==> src/rtl/div_arbiter_pkg.sv <==
// div_arb_pkg: shared constants and the tag record that follows every
// division through the shared divider pipeline.
//   DIV_LATENCY_DEFAULT : default divider latency (input to quotient)
//   INFLIGHT_W          : width of each per-requester in-flight counter
//   TAG_ID_W            : owner-id width, sized for the largest supported
//                         requester count so one tag type serves every build
//   div_tag_t           : {valid, id, dz, ovf} carried beside each operation
package div_arb_pkg;

    localparam int DIV_LATENCY_DEFAULT = 11;
    localparam int INFLIGHT_W          = 5;
    localparam int NUM_REQ_MAX         = 16;
    localparam int TAG_ID_W            = $clog2(NUM_REQ_MAX);

    typedef struct packed {
        logic                valid;
        logic [TAG_ID_W-1:0] id;
        logic                dz;
        logic                ovf;
    } div_tag_t;

endpackage

==> src/rtl/div_arbiter_if.sv <==
// div_arbiter_if: request, divider and response signals of the divider
// arbiter bundled into one interface.
//   slave  modport : arbiter view (takes requests, drives divider operands,
//                    returns responses and in-flight counts)
//   master modport : lanes + divider view (drives requests and div_result)
//   req_valid/req_ready : per-requester handshake, req_ready one-hot
//   req_a/req_b         : packed operands, requester i at [i*DATA_LEN +: DATA_LEN]
//   div_a/div_b         : registered operands to the divider
//   div_result          : quotient from the divider
//   rsp_valid/rsp_result/rsp_dz/rsp_ovf : one-cycle response strobe and data
//   inflight            : packed per-requester outstanding-operation counts
interface div_arbiter_if #(
    parameter int DATA_LEN = 32,
    parameter int NUM_REQ  = 4
);
    import div_arb_pkg::*;

    logic        [NUM_REQ-1:0]            req_valid;
    logic        [NUM_REQ-1:0]            req_ready;
    logic        [NUM_REQ*DATA_LEN-1:0]   req_a;
    logic        [NUM_REQ*DATA_LEN-1:0]   req_b;
    logic signed [DATA_LEN-1:0]           div_a;
    logic signed [DATA_LEN-1:0]           div_b;
    logic signed [DATA_LEN-1:0]           div_result;
    logic        [NUM_REQ-1:0]            rsp_valid;
    logic signed [DATA_LEN-1:0]           rsp_result;
    logic                                 rsp_dz;
    logic                                 rsp_ovf;
    logic        [NUM_REQ*INFLIGHT_W-1:0] inflight;

    modport slave (
        input  req_valid, req_a, req_b, div_result,
        output req_ready, div_a, div_b, rsp_valid, rsp_result, rsp_dz, rsp_ovf,
               inflight
    );

    modport master (
        output req_valid, req_a, req_b, div_result,
        input  req_ready, div_a, div_b, rsp_valid, rsp_result, rsp_dz, rsp_ovf,
               inflight
    );

endinterface

==> src/rtl/div_arbiter_rr_arbiter.sv <==
// rr_arbiter: round-robin grant generator with its own pointer.
//   clk, reset : clock, asynchronous active-low reset
//   req        : request vector
//   advance    : a grant was accepted this cycle; move the pointer past it
//   grant      : one-hot grant, first request at or above the pointer (wrapping)
module rr_arbiter #(
    parameter int N = 4
) (
    input  logic         clk,
    input  logic         reset,
    input  logic [N-1:0] req,
    input  logic         advance,
    output logic [N-1:0] grant
);

    localparam int PTR_W = (N > 1) ? $clog2(N) : 1;

    logic [PTR_W-1:0] rr_ptr;
    logic [PTR_W-1:0] grant_idx;
    logic             found;

    // (base + off) mod N, for off < N; N need not be a power of two.
    function automatic logic [PTR_W-1:0] wrap_add(input logic [PTR_W-1:0] base,
                                                  input int off);
        int sum;
        sum = int'(base) + off;
        if (sum >= N) sum = sum - N;
        return PTR_W'(sum);
    endfunction

    always_comb begin
        grant     = '0;
        grant_idx = '0;
        found     = 1'b0;
        for (int i = 0; i < N; i++) begin
            if (!found && req[wrap_add(rr_ptr, i)]) begin
                found                        = 1'b1;
                grant_idx                    = wrap_add(rr_ptr, i);
                grant[wrap_add(rr_ptr, i)]   = 1'b1;
            end
        end
    end

    always_ff @(posedge clk or negedge reset) begin
        if (!reset) begin
            rr_ptr <= '0;
        end else if (advance && found) begin
            rr_ptr <= wrap_add(grant_idx, 1);
        end
    end

endmodule

==> src/rtl/div_arbiter.sv <==
// div_arbiter: shares one pipelined signed divider among NUM_REQ requesters.
// Accepts one division per cycle in round-robin order, registers the operands
// into the divider, carries an owner tag beside each operation and returns the
// quotient to its originator with divide-by-zero / overflow flags.
//   clk   : clock, rising edge
//   reset : asynchronous active-low reset
//   bus   : div_arbiter_if.slave (requests, divider operands/result,
//           responses, per-requester in-flight counts)
module div_arbiter
    import div_arb_pkg::*;
#(
    parameter int DATA_LEN    = 32,
    parameter int NUM_REQ     = 4,
    parameter int DIV_LATENCY = DIV_LATENCY_DEFAULT
) (
    input  logic          clk,
    input  logic          reset,
    div_arbiter_if.slave  bus
);

    localparam logic signed [DATA_LEN-1:0] INT_MIN = {1'b1, {(DATA_LEN-1){1'b0}}};

    function automatic logic is_dz(input logic signed [DATA_LEN-1:0] b);
        return (b == '0);
    endfunction

    function automatic logic is_ovf(input logic signed [DATA_LEN-1:0] a,
                                    input logic signed [DATA_LEN-1:0] b);
        return (a == INT_MIN) && (b == '1);
    endfunction

    // The divider output is meaningless for flagged operations, so the
    // quotient is substituted rather than passed through.
    function automatic logic signed [DATA_LEN-1:0] resolve_quotient(
        input div_tag_t tag, input logic signed [DATA_LEN-1:0] q);
        if (tag.dz)  return '0;
        if (tag.ovf) return INT_MIN;
        return q;
    endfunction

    function automatic logic [INFLIGHT_W-1:0] sat_count(
        input logic [INFLIGHT_W-1:0] cnt, input logic inc, input logic dec);
        if (inc && !dec && cnt != '1) return cnt + 1'b1;
        if (dec && !inc && cnt != '0) return cnt - 1'b1;
        return cnt;
    endfunction

    logic        [NUM_REQ-1:0]            grant;
    logic        [NUM_REQ-1:0]            hs_vec;
    logic                                 hs;
    logic signed [DATA_LEN-1:0]           sel_a;
    logic signed [DATA_LEN-1:0]           sel_b;
    logic        [TAG_ID_W-1:0]           sel_id;
    logic signed [DATA_LEN-1:0]           div_a_p0;
    logic signed [DATA_LEN-1:0]           div_b_p0;
    div_tag_t                             tag_pipe [DIV_LATENCY+1];
    div_tag_t                             tag_last;
    logic        [NUM_REQ-1:0]            dec_vec;
    logic        [NUM_REQ-1:0]            rsp_vld_p1;
    logic signed [DATA_LEN-1:0]           rsp_result_p1;
    logic                                 rsp_dz_p1;
    logic                                 rsp_ovf_p1;
    logic        [INFLIGHT_W-1:0]         inflight_cnt [NUM_REQ];
    logic        [NUM_REQ*INFLIGHT_W-1:0] inflight_flat;

    rr_arbiter #(.N(NUM_REQ)) u_rr (
        .clk     (clk),
        .reset   (reset),
        .req     (bus.req_valid),
        .advance (hs),
        .grant   (grant)
    );

    assign bus.req_ready = grant;
    assign hs_vec        = bus.req_valid & grant;
    assign hs            = |hs_vec;

    always_comb begin
        sel_a  = '0;
        sel_b  = '0;
        sel_id = '0;
        for (int i = 0; i < NUM_REQ; i++) begin
            if (grant[i]) begin
                sel_a  = bus.req_a[i*DATA_LEN +: DATA_LEN];
                sel_b  = bus.req_b[i*DATA_LEN +: DATA_LEN];
                sel_id = TAG_ID_W'(i);
            end
        end
    end

    // ---- stage p0: issue register and tag pipeline (tag_pipe[0] = p0) ----
    always_ff @(posedge clk or negedge reset) begin
        if (!reset) begin
            div_a_p0 <= '0;
            div_b_p0 <= '0;
            for (int k = 0; k <= DIV_LATENCY; k++) tag_pipe[k] <= '0;
        end else begin
            if (hs) begin
                div_a_p0 <= sel_a;
                div_b_p0 <= sel_b;
            end
            tag_pipe[0] <= '{valid: hs, id: sel_id,
                              dz: is_dz(sel_b), ovf: is_ovf(sel_a, sel_b)};
            for (int k = 1; k <= DIV_LATENCY; k++) tag_pipe[k] <= tag_pipe[k-1];
        end
    end

    assign bus.div_a = div_a_p0;
    assign bus.div_b = div_b_p0;
    assign tag_last  = tag_pipe[DIV_LATENCY];

    always_comb begin
        dec_vec = '0;
        for (int i = 0; i < NUM_REQ; i++) begin
            dec_vec[i] = tag_last.valid && (tag_last.id == TAG_ID_W'(i));
        end
    end

    // ---- stage p1: response register, aligned with the divider output ----
    always_ff @(posedge clk or negedge reset) begin
        if (!reset) begin
            rsp_vld_p1    <= '0;
            rsp_result_p1 <= '0;
            rsp_dz_p1     <= 1'b0;
            rsp_ovf_p1    <= 1'b0;
        end else begin
            rsp_vld_p1    <= dec_vec;
            rsp_result_p1 <= tag_last.valid ? resolve_quotient(tag_last, bus.div_result) : '0;
            rsp_dz_p1     <= tag_last.valid && tag_last.dz;
            rsp_ovf_p1    <= tag_last.valid && tag_last.ovf;
        end
    end

    assign bus.rsp_valid  = rsp_vld_p1;
    assign bus.rsp_result = rsp_result_p1;
    assign bus.rsp_dz     = rsp_dz_p1;
    assign bus.rsp_ovf    = rsp_ovf_p1;

    // An operation stops counting on the edge its response strobe is raised.
    always_ff @(posedge clk or negedge reset) begin
        if (!reset) begin
            for (int i = 0; i < NUM_REQ; i++) inflight_cnt[i] <= '0;
        end else begin
            for (int i = 0; i < NUM_REQ; i++) begin
                inflight_cnt[i] <= sat_count(inflight_cnt[i], hs_vec[i], dec_vec[i]);
            end
        end
    end

    always_comb begin
        inflight_flat = '0;
        for (int i = 0; i < NUM_REQ; i++) begin
            inflight_flat[i*INFLIGHT_W +: INFLIGHT_W] = inflight_cnt[i];
        end
    end

    assign bus.inflight = inflight_flat;

endmodule

==> src/flat_wrapper.sv <==
// flat-port wrapper written by rule: the top's interface ports become plain ports
module div_arbiter_flat import div_arb_pkg::*;
#(
    parameter int DATA_LEN    = 32,
    parameter int NUM_REQ     = 4,
    parameter int DIV_LATENCY = DIV_LATENCY_DEFAULT
)
  (clk, reset, bus_req_valid, bus_req_a, bus_req_b, bus_div_result, bus_req_ready, bus_div_a, bus_div_b, bus_rsp_valid, bus_rsp_result, bus_rsp_dz, bus_rsp_ovf, bus_inflight);
  div_arbiter_if #(.DATA_LEN(DATA_LEN), .NUM_REQ(NUM_REQ)) bus_i ();
  input  logic clk;
  input  logic reset;
  input wire logic [$bits(bus_i.req_valid)-1:0] bus_req_valid;
  input wire logic [$bits(bus_i.req_a)-1:0] bus_req_a;
  input wire logic [$bits(bus_i.req_b)-1:0] bus_req_b;
  input wire logic [$bits(bus_i.div_result)-1:0] bus_div_result;
  output wire logic [$bits(bus_i.req_ready)-1:0] bus_req_ready;
  output wire logic [$bits(bus_i.div_a)-1:0] bus_div_a;
  output wire logic [$bits(bus_i.div_b)-1:0] bus_div_b;
  output wire logic [$bits(bus_i.rsp_valid)-1:0] bus_rsp_valid;
  output wire logic [$bits(bus_i.rsp_result)-1:0] bus_rsp_result;
  output wire logic [$bits(bus_i.rsp_dz)-1:0] bus_rsp_dz;
  output wire logic [$bits(bus_i.rsp_ovf)-1:0] bus_rsp_ovf;
  output wire logic [$bits(bus_i.inflight)-1:0] bus_inflight;
  assign bus_i.req_valid = bus_req_valid;
  assign bus_i.req_a = bus_req_a;
  assign bus_i.req_b = bus_req_b;
  assign bus_i.div_result = bus_div_result;
  assign bus_req_ready = bus_i.req_ready;
  assign bus_div_a = bus_i.div_a;
  assign bus_div_b = bus_i.div_b;
  assign bus_rsp_valid = bus_i.rsp_valid;
  assign bus_rsp_result = bus_i.rsp_result;
  assign bus_rsp_dz = bus_i.rsp_dz;
  assign bus_rsp_ovf = bus_i.rsp_ovf;
  assign bus_inflight = bus_i.inflight;
  div_arbiter #(.DATA_LEN(DATA_LEN), .NUM_REQ(NUM_REQ), .DIV_LATENCY(DIV_LATENCY)) u_core (.clk(clk), .reset(reset), .bus(bus_i));
endmodule
==> config.mk <==
export PLATFORM = sky130hd
export DESIGN_NAME = div_arbiter_flat
export DESIGN_NICKNAME = d
export VERILOG_FILES = /design/src/rtl/div_arbiter_pkg.sv /design/src/rtl/div_arbiter_if.sv /design/src/rtl/div_arbiter_rr_arbiter.sv /design/src/rtl/div_arbiter.sv /design/src/flat_wrapper.sv
export SDC_FILE = /design/constraint.sdc
export NUM_CORES = 1
export LEC_CHECK = 0
export ABC_AREA = 1
export BUFFER_PORTS_ARGS = -buffer_cell sky130_fd_sc_hd__buf_2
export CORE_MARGIN = 5
export CORE_UTILIZATION = 28
export CTS_CLUSTER_DIAMETER = 50
export DETAILED_ROUTE_END_ITERATION = 8
export GPL_TIMING_DRIVEN = 0
export PLACE_DENSITY_LB_ADDON = 0.05
export SYNTH_ARGS = -nofsm -noshare
export SYNTH_HDL_FRONTEND = slang
export SYNTH_SLANG_ARGS = --single-unit
==> constraint.sdc <==
create_clock -name clk -period 5.02 [get_ports clk]
set_clock_uncertainty 0.05 [all_clocks]
set_input_delay 0.502 -clock clk [delete_from_list [all_inputs] [get_ports clk]]
set_output_delay 0.502 -clock clk [all_outputs]
set_load 0.1 [all_outputs]
# Yosys cells after proc, flatten, opt, wreduce, memory -nomap -nowiden
# Cells that the tools add are included.
# totals
reg_bits,184
inputBits,294
out_inout_bits,126
elab_cells,243
# op_classes
addsub,17
magnitude_cmp,17
n_eq_ne,9
mux,84
bitwise_logic,4
reduce_logical,53
# op_table
op,n
$mux 32,13
$mux 5,16
$eq 32x32->1 const B,2
$logic_not 32->1,1
$logic_and 1x1->1,31
$mux 2,15
$mux 1,28
$lt 2x3->1 const B,8
$add 5x1->5 const B,4
$ne 5x5->1 const B,4
$reduce_bool 5->1,4
$sub 5x1->5 const B,4
$mux 4,4
$ge 3x3->1 const B,4
$or 4x4->4,3
$logic_not 1->1,11
$sub 2x1->2 const B,5
$bmux 1 s2,4
$demux 1 s2,4
$ge 2x1->1 const B,4
$reduce_bool 2->1,4
$add 2x1->3 const B,2
$add 2x2->3 const B,2
$and 4x4->4,1
other kinds (5),6

# Depth between registers and ports, before layout
# Gate-level depths: netlist (run 1).
# depth
ltp_word,28
depth_mapped,24
ltp_nobuf,22

# Hierarchy
# Synthesis (run 1) repeated with hierarchy kept, for this count alone.
# unflattened
hier_cells,1326
area_unflattened_um2,9771.9
# modules_own_cells
module,instances,cells_each,area_per_inst_um2,seq_area_each_um2
div_arbiter,1,1230,9206.3,4554.4
rr_arbiter,1,96,565.5,50.0

# Worst setup path before layout (run 1)
# OpenSTA, ideal clock, no wires.
# synth_path
path_type,reg-to-reg
start,register u_core.u_rr.rr_ptr[0]
end,register u_core.tag_pipe[77] (netlist bit)
setup_time_ns,0.071
arrival_ns,2.895
required_ns,4.899
slack_ns,2.004
path_stages_with_launch,21
path_buffers,2
period_less_slack_ns,3.016
cell_sequence,dfrtp_1 inv_2 ha_1 inv_1 nand3_1 nand2_1 nor2_2 a21oi_1 nand3_1 buf_4 buf_2 nand3_1 nand2_1 nand2_1 nand2_1 nand2_1 nor2_1 nand2_1 nor2_1 nand2_1 nor2_1
# synth_via
elab_chain_cells,20
word_cells_on_any_way,74
classes_between,add/sub: 7; order compare: 12; eq/ne: 2; mux: 39; bitwise: 3; reduce/logical: 11
# synth_lines
element,line,source
start: declaration,div_arbiter_rr_arbiter.sv:18,logic [PTR_W-1:0] rr_ptr;
start signal: assignment,div_arbiter_rr_arbiter.sv:48,"rr_ptr <= wrap_add(grant_idx, 1);"
$add 2x1->3 (tied with other cells),div_arbiter_rr_arbiter.sv:26,sum = int'(base) + off;
$ge 3x3->1 (tied with other cells),div_arbiter_rr_arbiter.sv:27,if (sum >= N) sum = sum - N;
$mux 2 (tied with other cells),div_arbiter_rr_arbiter.sv:27,
$mux 2 (tied with other cells),div_arbiter_rr_arbiter.sv:36,"if (!found && req[wrap_add(rr_ptr, i)]) begin"
$lt 2x3->1 (not written as such) (tied with other cells),div_arbiter_rr_arbiter.sv:39,"grant[wrap_add(rr_ptr, i)] = 1'b1;"
$logic_and 1x1->1 (not written as such) (tied with other cells),div_arbiter_rr_arbiter.sv:39,
$mux 1 (not written as such) (tied with other cells),div_arbiter_rr_arbiter.sv:39,
$demux 1 s2 (tied with other cells),div_arbiter_rr_arbiter.sv:39,
[2 not listed],-,
$or 4x4->4 (no source line) or $mux 1 (tied branches),-,
$mux 4 or $logic_not 1->1 (tied branches),div_arbiter_rr_arbiter.sv:36,
$or 4x4->4 (no source line) or $logic_and 1x1->1 (tied branches),-,
$mux 4 *,div_arbiter_rr_arbiter.sv:36,
net bus_req_ready[0],flat_wrapper.sv:16,output wire logic [$bits(bus_i.req_ready)-1:0] bus_req_ready;
$mux 32 (4 in a row),div_arbiter.sv:83,if (grant[i]) begin
$eq 32x32->1,div_arbiter.sv:29,return (a == INT_MIN) && (b == '1);
$logic_and 1x1->1 *,div_arbiter.sv:29,
end: declaration,div_arbiter.sv:56,div_tag_t tag_pipe [DIV_LATENCY+1];
# Mark *: on every way through the listed nets, which the timed path passes. The rest lies on a longest branch. The select of a mux whose other input is x is not followed.
# A chain may end at the register's enable or synchronous reset.

# Worst setup path in the final report (run 1)
# layout_path
start,register u_core.u_rr.rr_ptr[0]
end,output bus_req_ready[0]
# layout_via
elab_chain_cells,14
word_cells_on_any_way,63
classes_between,add/sub: 7; order compare: 12; mux: 31; bitwise: 3; reduce/logical: 10
# layout_lines
element,line
$add 2x1->3 (tied with other cells),div_arbiter_rr_arbiter.sv:26
$ge 3x3->1 (tied with other cells),div_arbiter_rr_arbiter.sv:27
$mux 2 (tied with other cells),div_arbiter_rr_arbiter.sv:27
$mux 2 (tied with other cells),div_arbiter_rr_arbiter.sv:36
$lt 2x3->1 (not written as such) (tied with other cells),div_arbiter_rr_arbiter.sv:39
$logic_and 1x1->1 (not written as such) (tied with other cells),div_arbiter_rr_arbiter.sv:39
$mux 1 (not written as such) (tied with other cells),div_arbiter_rr_arbiter.sv:39
$demux 1 s2 (tied with other cells),div_arbiter_rr_arbiter.sv:39
$or 4x4->4 (no source line) or $logic_not 1->1 (tied branches),-
$mux 4 or $logic_and 1x1->1 (tied branches),div_arbiter_rr_arbiter.sv:36
$or 4x4->4 (no source line) or $mux 1 (tied branches),-
$mux 4 or $logic_not 1->1 (tied branches),div_arbiter_rr_arbiter.sv:36
$or 4x4->4 (no source line) or $logic_and 1x1->1 (tied branches),-
$mux 4 *,div_arbiter_rr_arbiter.sv:36
end: declaration,flat_wrapper.sv:16
# Mark *: on every way between the ends. The rest lies on a longest branch, timed or not. The select of a mux whose other input is x is not followed.

==> flow_metrics.tcl, run 1 <==
set metrics [dict create \
    synthFlopType "dfrtp_1" \
    hold_class "primary input to async pin" \
    worst_pin_slew_ns 0.809 \
    dr.first_iter.drc_count 398 \
    crit_arrival_ns 3.51 \
    gr-usage-all-layers_pct 21.7 \
    timing.rr.start "u_core.u_rr.rr_ptr[0]$_DFFE_PN0P_" \
    cp_max_fo 10 \
    start_util_pct 28.3 \
    hold_viol 4 \
    endpoint_kind "output port" \
    avgSynthCellArea_um2 7.27 \
    drive_above_1_share_pct 28.6 \
    post_cts_buffers 0 \
    ys_ff_latch 184 \
    ys_types 36 \
    maxCapViolCount 0 \
    grt_pass1_wl_um 64500 \
    die_h_um 199 \
    slowest_stage "dfrtp_1" \
    dieArea_um2 39800 \
    syn-num-nets 1694 \
    drc 0 \
    fin_area_um2 13400 \
    insertion_delay_ns 0.44 \
    ys_seq_area_share_pct 45.8 \
    drt_pass1_iterations 5 \
    grt_pass1_vias 10738 \
    vias 10481 \
    synth.yosys.warnings 0 \
    final_nets 2133 \
    failed_checks "negative hold slack" \
    routedWlPerCell_um 19.2 \
    path_cells "inv_2 -> ha_1 -> inv_1 -> nand3_1 -> nand2_1 -> nor2_2 -> a21oi_1 -> nand3_1 -> buf_4 -> buf_2 -> buf_2" \
    clkSinkCount 184 \
    cts_made_buffers 17 \
    cp-startpoint "u_core.u_rr.rr_ptr[0]$_DFFE_PN0P_" \
    start_kind "flop" \
    status "finished with violations" \
    ant_nets 0 \
    synthArstFlopShare_pct 100 \
    crit_required_ns 4.47 \
    synth_edf_count 0 \
    grt-ovfl-total 0 \
    setup_viol 0 \
    rr_worst_depth 20 \
    area_delta_synth_final_pct 33.3 \
    cts_resized 0 \
    num_io_pins 420 \
    synth_area_um2 10000 \
    die_width_um 199 \
    setup_tns_ns 0 \
    post_dp_cell_area_um2 12800 \
    maxSlewHeadroom_pct 46.1 \
    synth_cells 1382 \
    reg2reg_to "u_core.tag_pipe[77]$_DFF_PN0_" \
    grt_setup_unrepaired "no" \
    ctsRootBufferMaster "clkbuf_16" \
    cts_hold_buffers 0 \
    fillCellCount 3876 \
    crit_type "flop to output port" \
    period_needed_ns 4.06 \
    post-route-period-util_pct 80.9 \
    antenna_found_initial 11 \
    critical_path.max_stage_delay_ns 0.59 \
    r2r_setup_slack_ns 1.28 \
    cp-endpoint "bus_req_ready[0]" \
    report.final.slew_viol_count 0 \
    clk_pin_slew_ns 0.08 \
    final_util_pct 37.7 \
    coreArea_um2 35500 \
    hpwl_um 35800 \
    avgViaCountPerCell 4.56 \
    fp-row-count 69 \
    place_congestion 0.885 \
    htreeDepth 4 \
    wl_um 44200 \
    holdWs_ns -0.00792 \
    io_buffer_count 419 \
    max_freq_mhz 246 \
    grt_max_degree 96 \
    cts_tree "done" \
    ctsLongestPathBuffers 2 \
]
worst max-delay path: cells and delay by family, from the launching register on:
kind | cells | cell delay, ns
and+or+nand+nor | 4 | 0.62
buffers and inverters | 5 | 1.35
DFF | 1 | 0.59
AOI/OAI and AO/OA | 1 | 0.10
adders and majority gates | 1 | 0.39
through the flow:
stage / hold slack (ns) / setup WS, ns / instances
2_1_floorplan: 0.156 / 2.00 / 1382
3_3_place_gp: 0.281 / 0.0663 / 2262
3_5_place_dp: 0.285 / 1.18 / 2263
4_1_cts: 0.0571 / 0.923 / 2295
5_1_grt: 0.0506 / 0.737 / 2297
6_report: -0.00792 / 0.959 / 2298
registers in the layout, summed over array words and instances (netlist names):
register,flops
u_core.bus.inflight,20
u_core.tag_last,5
u_core.bus.rsp_ovf,1
u_core.bus.rsp_valid,4
u_core.bus.div_b,32
u_core.bus.rsp_result,32
u_core.tag_pipe,55
u_core.bus.div_a,32
u_core.bus.rsp_dz,1
u_core.u_rr.rr_ptr,2
worst min path at each step:
stage / cells past startpoint / from / to
floorplan: 0 / reset / u_core.bus.div_a[0]$_DFFE_PN0P_
detailed placement: 0 / u_core.tag_pipe[10]$_DFF_PN0_ / u_core.tag_last[3]$_DFF_PN0_
global placement: 0 / u_core.tag_pipe[7]$_DFF_PN0_ / u_core.tag_last[0]$_DFF_PN0_
finish: 1 / reset / u_core.bus.inflight[8]$_DFFE_PN0P_
CTS: 1 / reset / u_core.bus.inflight[8]$_DFFE_PN0P_
global route: 1 / reset / u_core.bus.inflight[8]$_DFFE_PN0P_
cell usage in the layout, fill, tap and decap left out, drive strengths merged:
| master | instances |
|---|---|
| clkbuf | 41 |
| clkinv | 5 |
| o21ai | 99 |
| nor3 | 8 |
| xnor2 | 4 |
| a22o | 4 |
| a21oi | 135 |
| and3 | 1 |
| or2 | 31 |
| o211ai | 3 |
| xor2 | 18 |
| nand4 | 14 |
| nor2 | 79 |
| ha | 18 |
| inv | 164 |
| o2111ai | 1 |
| clkinvlp | 1 |
| a21boi | 6 |
| buf | 464 |
| bufinv | 2 |
| diode | 3 |
| a31oi | 2 |
| nand2 | 519 |
| dfrtp | 184 |
| nand3 | 31 |
layer usage:
metal | part of all wire [%] | global-route usage [%] | vias to the layer above
li1 | - | - | 5201
met4 | 3.5 | 7.97 | 18
met2 | 48 | 37.0 | 357
met3 | 7.7 | 6.24 | 74
met1 | 40 | 26.2 | 4831
met5 | 0.22 | 0 | -
synth_stat cells, types with 3 or more instances:
| cell type | number | area [um2] |
|---|---|---|
| buf_4 | 6 | 45.0 |
| o21ai_0 | 79 | 395 |
| or2_1 | 10 | 62.6 |
| dfrtp_1 | 184 | 4600 |
| a21boi_1 | 6 | 45.0 |
| or2_0 | 12 | 75.1 |
| nand2_1 | 516 | 1940 |
| a22o_1 | 4 | 35.0 |
| clkbuf_1 | 22 | 82.6 |
| xor2_1 | 18 | 158 |
| ha_1 | 18 | 225 |
| xnor2_1 | 4 | 35.0 |
| o211ai_1 | 3 | 22.5 |
| nand3_2 | 4 | 40.0 |
| nor2_1 | 76 | 285 |
| a21oi_1 | 133 | 666 |
| o21ai_1 | 19 | 95.1 |
| nor3_1 | 8 | 40.0 |
| or2_2 | 9 | 56.3 |
| buf_2 | 36 | 180 |
| nand4_1 | 13 | 81.3 |
| inv_1 | 153 | 574 |
| inv_2 | 5 | 18.8 |
| nand3_1 | 27 | 135 |
kinds of logic after synthesis:
logic type,share of synthesized area [%]
adder cells (fa/ha/maj),2.24
AO/OA/AOI/OAI,13.1
flip-flops,45.8
XOR/XNOR,1.92
buffers and inverters,9.24
AND/OR/NAND/NOR,27.7
layout make-up:
cell class / count / area (um2) / area share (%)
Tap cell: 461 / 577 / 4.31
Buffer: 67 / 335 / 2.50
Clock inverter: 14 / 185 / 1.38
Sequential cell: 184 / 4600 / 34.4
Timing Repair Buffer: 420 / 2130 / 15.9
Antenna cell: 3 / 7.51 / 0.0561
Multi-Input combinational cell: 973 / 4510 / 33.7
Inverter: 158 / 593 / 4.43
Clock buffer: 18 / 439 / 3.28
Power of run 1 is not shown: default switching activity piles up to over one toggle a cycle in this logic, so the estimate is an artifact.
==> run 2, diff against run 1 <==
--- a/config.mk
+++ b/config.mk
@@ -5,7 +5,7 @@
 export SDC_FILE = /design/constraint.sdc
 export NUM_CORES = 1
 export LEC_CHECK = 0
-export ABC_AREA = 1
+export ABC_AREA = 0
 export BUFFER_PORTS_ARGS = -buffer_cell sky130_fd_sc_hd__buf_2
 export CORE_MARGIN = 5
 export CORE_UTILIZATION = 28
==> constraint.sdc (replaced) <==
create_clock -name clk -period 3.5 [get_ports clk]
set_clock_uncertainty 0.05 [all_clocks]
set_input_delay 0.35 -clock clk [delete_from_list [all_inputs] [get_ports clk]]
set_output_delay 0.35 -clock clk [all_outputs]
set_load 0.1 [all_outputs]
==> flow_metrics.tcl, run 2 <==
set metrics [dict create \
    ctsRootBufferMaster "clkbuf_16" \
    worst_pin_slew_ns 0.786 \
    clkSinkCount 184 \
    top_usage_layer "met2" \
    ctsLongestPathBuffers 2 \
    max_freq_mhz 252 \
    avgViaCountPerCell 4.90 \
    report.final.slew_viol_count 0 \
    dieArea_um2 39600 \
    synth.yosys.warnings 0 \
    routedWlPerCell_um 21.0 \
    finalNonFillerCells 2116 \
    synth_common_cells "184 x dfrtp_1, 150 x nand2_1, 129 x o21ai_0" \
    yosysTopAreaCellShare_pct 46.1 \
    post-route-period-util_pct 113 \
    slowest_stage "or4_1" \
    ys_types 58 \
    maxCapViolCount 0 \
    drt_pass1_iterations 6 \
    die_width_um 199 \
    gr-usage-all-layers_pct 21.7 \
    min_path_cells 2 \
    avgSynthCellArea_um2 8.97 \
    critical_path.max_stage_delay_ns 0.54 \
    syn-num-nets 1427 \
    wl_um 44400 \
    dr.first_iter.drc_count 480 \
    grt-ovfl-total 0 \
    worstHoldStart "bus_div_result[27]" \
    endpoint_kind "flop" \
    ant_nets 0 \
    synth_area_um2 10000 \
    rr_worst_depth 15 \
    synth.largest_area_cell "dfrtp_1" \
    synth_cells 1115 \
    antenna_found_initial 1 \
    crit_arrival_ns 4.28 \
    dp_cells 1996 \
    place_congestion 0.886 \
    crit_type "flop to flop" \
    synth_edf_count 0 \
    htreeDepth 4 \
    grt_pass1_vias 10560 \
    timing.rr.start "u_core.u_rr.rr_ptr[0]$_DFFE_PN0P_" \
    reg2reg_to "u_core.tag_pipe[78]$_DFF_PN0_" \
    drc 0 \
    grt_use_met1_pct 28.1 \
    synthFlopType "dfrtp_1" \
    num_io_pins 420 \
    gr-usage-met3_pct 5.40 \
    die_h_um 199 \
    io_buffer_count 419 \
    grt_max_degree 96 \
    coreArea_um2 35400 \
    grt_setup_unrepaired "yes" \
    fillCellCount 3726 \
    area_delta_synth_final_pct 44.8 \
    grt_pass1_wl_um 64800 \
    dp_slack_ns -1.39 \
    fin_area_um2 14500 \
    vias 10359 \
    use_met2_pct 36.3 \
    crit_buf_inv 5 \
    regMostFlops "u_core.tag_pipe" \
    cts_tree "done" \
    setup_slack_ns -0.470 \
    crit_family "compound AO/OA/AOI/OAI gates" \
    setup_viol 4 \
    min_to "u_core.bus.rsp_result[27]$_DFF_PN0_" \
    hold_class "primary input to flop" \
    synthArstFlopShare_pct 100 \
    start_util_pct 28.2 \
    path_cells "buf_8 -> inv_8 -> ha_4 -> mux4_2 -> a21o_1 -> o41ai_2 -> nand4_1 -> buf_4 -> buf_12 -> buf_8 -> a21o_1 -> o211ai_1 -> nand4_1 -> or4_1 -> nor2_1" \
    hold_viol 0 \
    synth.most_common_cell "dfrtp_1" \
    antenna_cells 0 \
    status "finished with violations" \
    cp_max_fo 6 \
    post_dp_cell_area_um2 12800 \
    ys_ff_latch 184 \
    largest_reg_flops 55 \
    clk_pin_slew_ns 0.07 \
    fp-row-count 69 \
    cts_made_buffers 17 \
    ys_seq_area_share_pct 46.1 \
    synth_area_leaders "dfrtp_1 46%, o21ai_0 6.5%, nand2_1 5.6%" \
    hpwl_um 33300 \
    drive_above_1_share_pct 39.5 \
    maxSlewHeadroom_pct 47.6 \
    failed_checks "negative setup slack" \
    crit_required_ns 3.81 \
    r2r_setup_slack_ns -0.47 \
    start_kind "flop" \
    period_needed_ns 3.97 \
    insertion_delay_ns 0.44 \
    mostFrequentLayoutCell "buf_2" \
    final_nets 1956 \
    setup_tns_ns -0.910 \
    final_cell_mix "428 x buf_2, 182 x dfrtp_1, 144 x nand2_1" \
]
==> run 2: cell count changes after synthesis, sizes merged, moves of 9 or more <==
cell | before | now
or2 | 31 | 1
a21oi | 135 | 78
o21ai | 99 | 142
nand3 | 31 | 2
nor2 | 79 | 88
and2 | 0 | 35
nand2b | 0 | 65
nand2 | 519 | 150
inv | 158 | 23
a21o | 0 | 66
o211ai | 3 | 72
xor2 | 18 | 0
==> run 2: repair_timing <==
item / CTS / global route
hold buffers: 1 / 0
cloned: 3 / 0
gates resized for setup: 80 / 47
setup buffers: 82 / 10
endpoints found under the hold margin: 94 / 0
pin swaps: 67 / 17
setup endpoints to repair: 81 / 73
==> run 2: area by class of cell <==
type | instances | area, um2 | share of cell area (%)
multi-input cells | 830 | 5140 | 35.5
flip-flops and latches | 184 | 4610 | 31.8
repair buffers | 509 | 2870 | 19.8
plain buffers | 79 | 623 | 4.30
well taps | 461 | 577 | 3.98
clock buffers | 20 | 467 | 3.22
clock inverters | 10 | 95.1 | 0.657
inverters | 23 | 93.8 | 0.648
==> run 2: worst max path at each step <==
stage                                      startpoint                                   to  slack (ns)  cells after the start
detailed placement  u_core.u_rr.rr_ptr[0]$_DFFE_PN0P_        u_core.tag_pipe[78]$_DFF_PN0_       -1.39                     13
global placement    u_core.u_rr.rr_ptr[0]$_DFFE_PN0P_        u_core.tag_pipe[78]$_DFF_PN0_       -1.43                     13
CTS                 u_core.u_rr.rr_ptr[0]$_DFFE_PN0P_        u_core.tag_pipe[78]$_DFF_PN0_       -0.46                     14
global route        u_core.u_rr.rr_ptr[0]$_DFFE_PN0P_        u_core.tag_pipe[78]$_DFF_PN0_       -0.62                     15
floorplan           u_core.u_rr.rr_ptr[0]$_DFFE_PN0P_  u_core.bus.inflight[13]$_DFFE_PN0P_       -1.26                     12
finish              u_core.u_rr.rr_ptr[0]$_DFFE_PN0P_        u_core.tag_pipe[78]$_DFF_PN0_       -0.47                     15
==> run 2: cell families (layout without fill, tap and decap cells) <==
family,after synthesis,in the layout,share of synthesized area (%)
compound gates,388,388,24.4
fa+ha+maj,18,18,2.25
xor+xnor,11,11,0.964
buf+inv,102,641,4.73
mux,13,14,1.76
simple gates,399,399,19.8
flops,184,184,46.1
==> run 2: through the flow <==
step / util [%] / hold slack (ns)
after floorplan: - / 0.00441
after global placement: 36.1 / 0.281
after detailed placement: 36.2 / 0.285
after CTS: 40.5 / 0.0411
after global routing: 40.9 / 0.0540
final: 40.9 / 0.0701
==> run 2: per-layer routing <==
| layer | wire [um] | share of wire (%) |
|---|---|---|
| met5 | 0 | 0 |
| met4 | 933 | 2.1 |
| met3 | 3220 | 7.3 |
| met2 | 21500 | 48 |
| met1 | 18800 | 42 |
==> run 2: worst reg2reg max path: stages (launching register included) <==
cell and delay, ns:
dfrtp_2 0.39, buf_8 0.11, inv_8 0.03, ha_4 0.26
mux4_2 0.53, a21o_1 0.20, o41ai_2 0.33, nand4_1 0.15
buf_4 0.17, buf_12 0.15, buf_8 0.13, a21o_1 0.14
o211ai_1 0.46, nand4_1 0.14, or4_1 0.54, nor2_1 0.12
Power of run 2 is left out for the same reason.
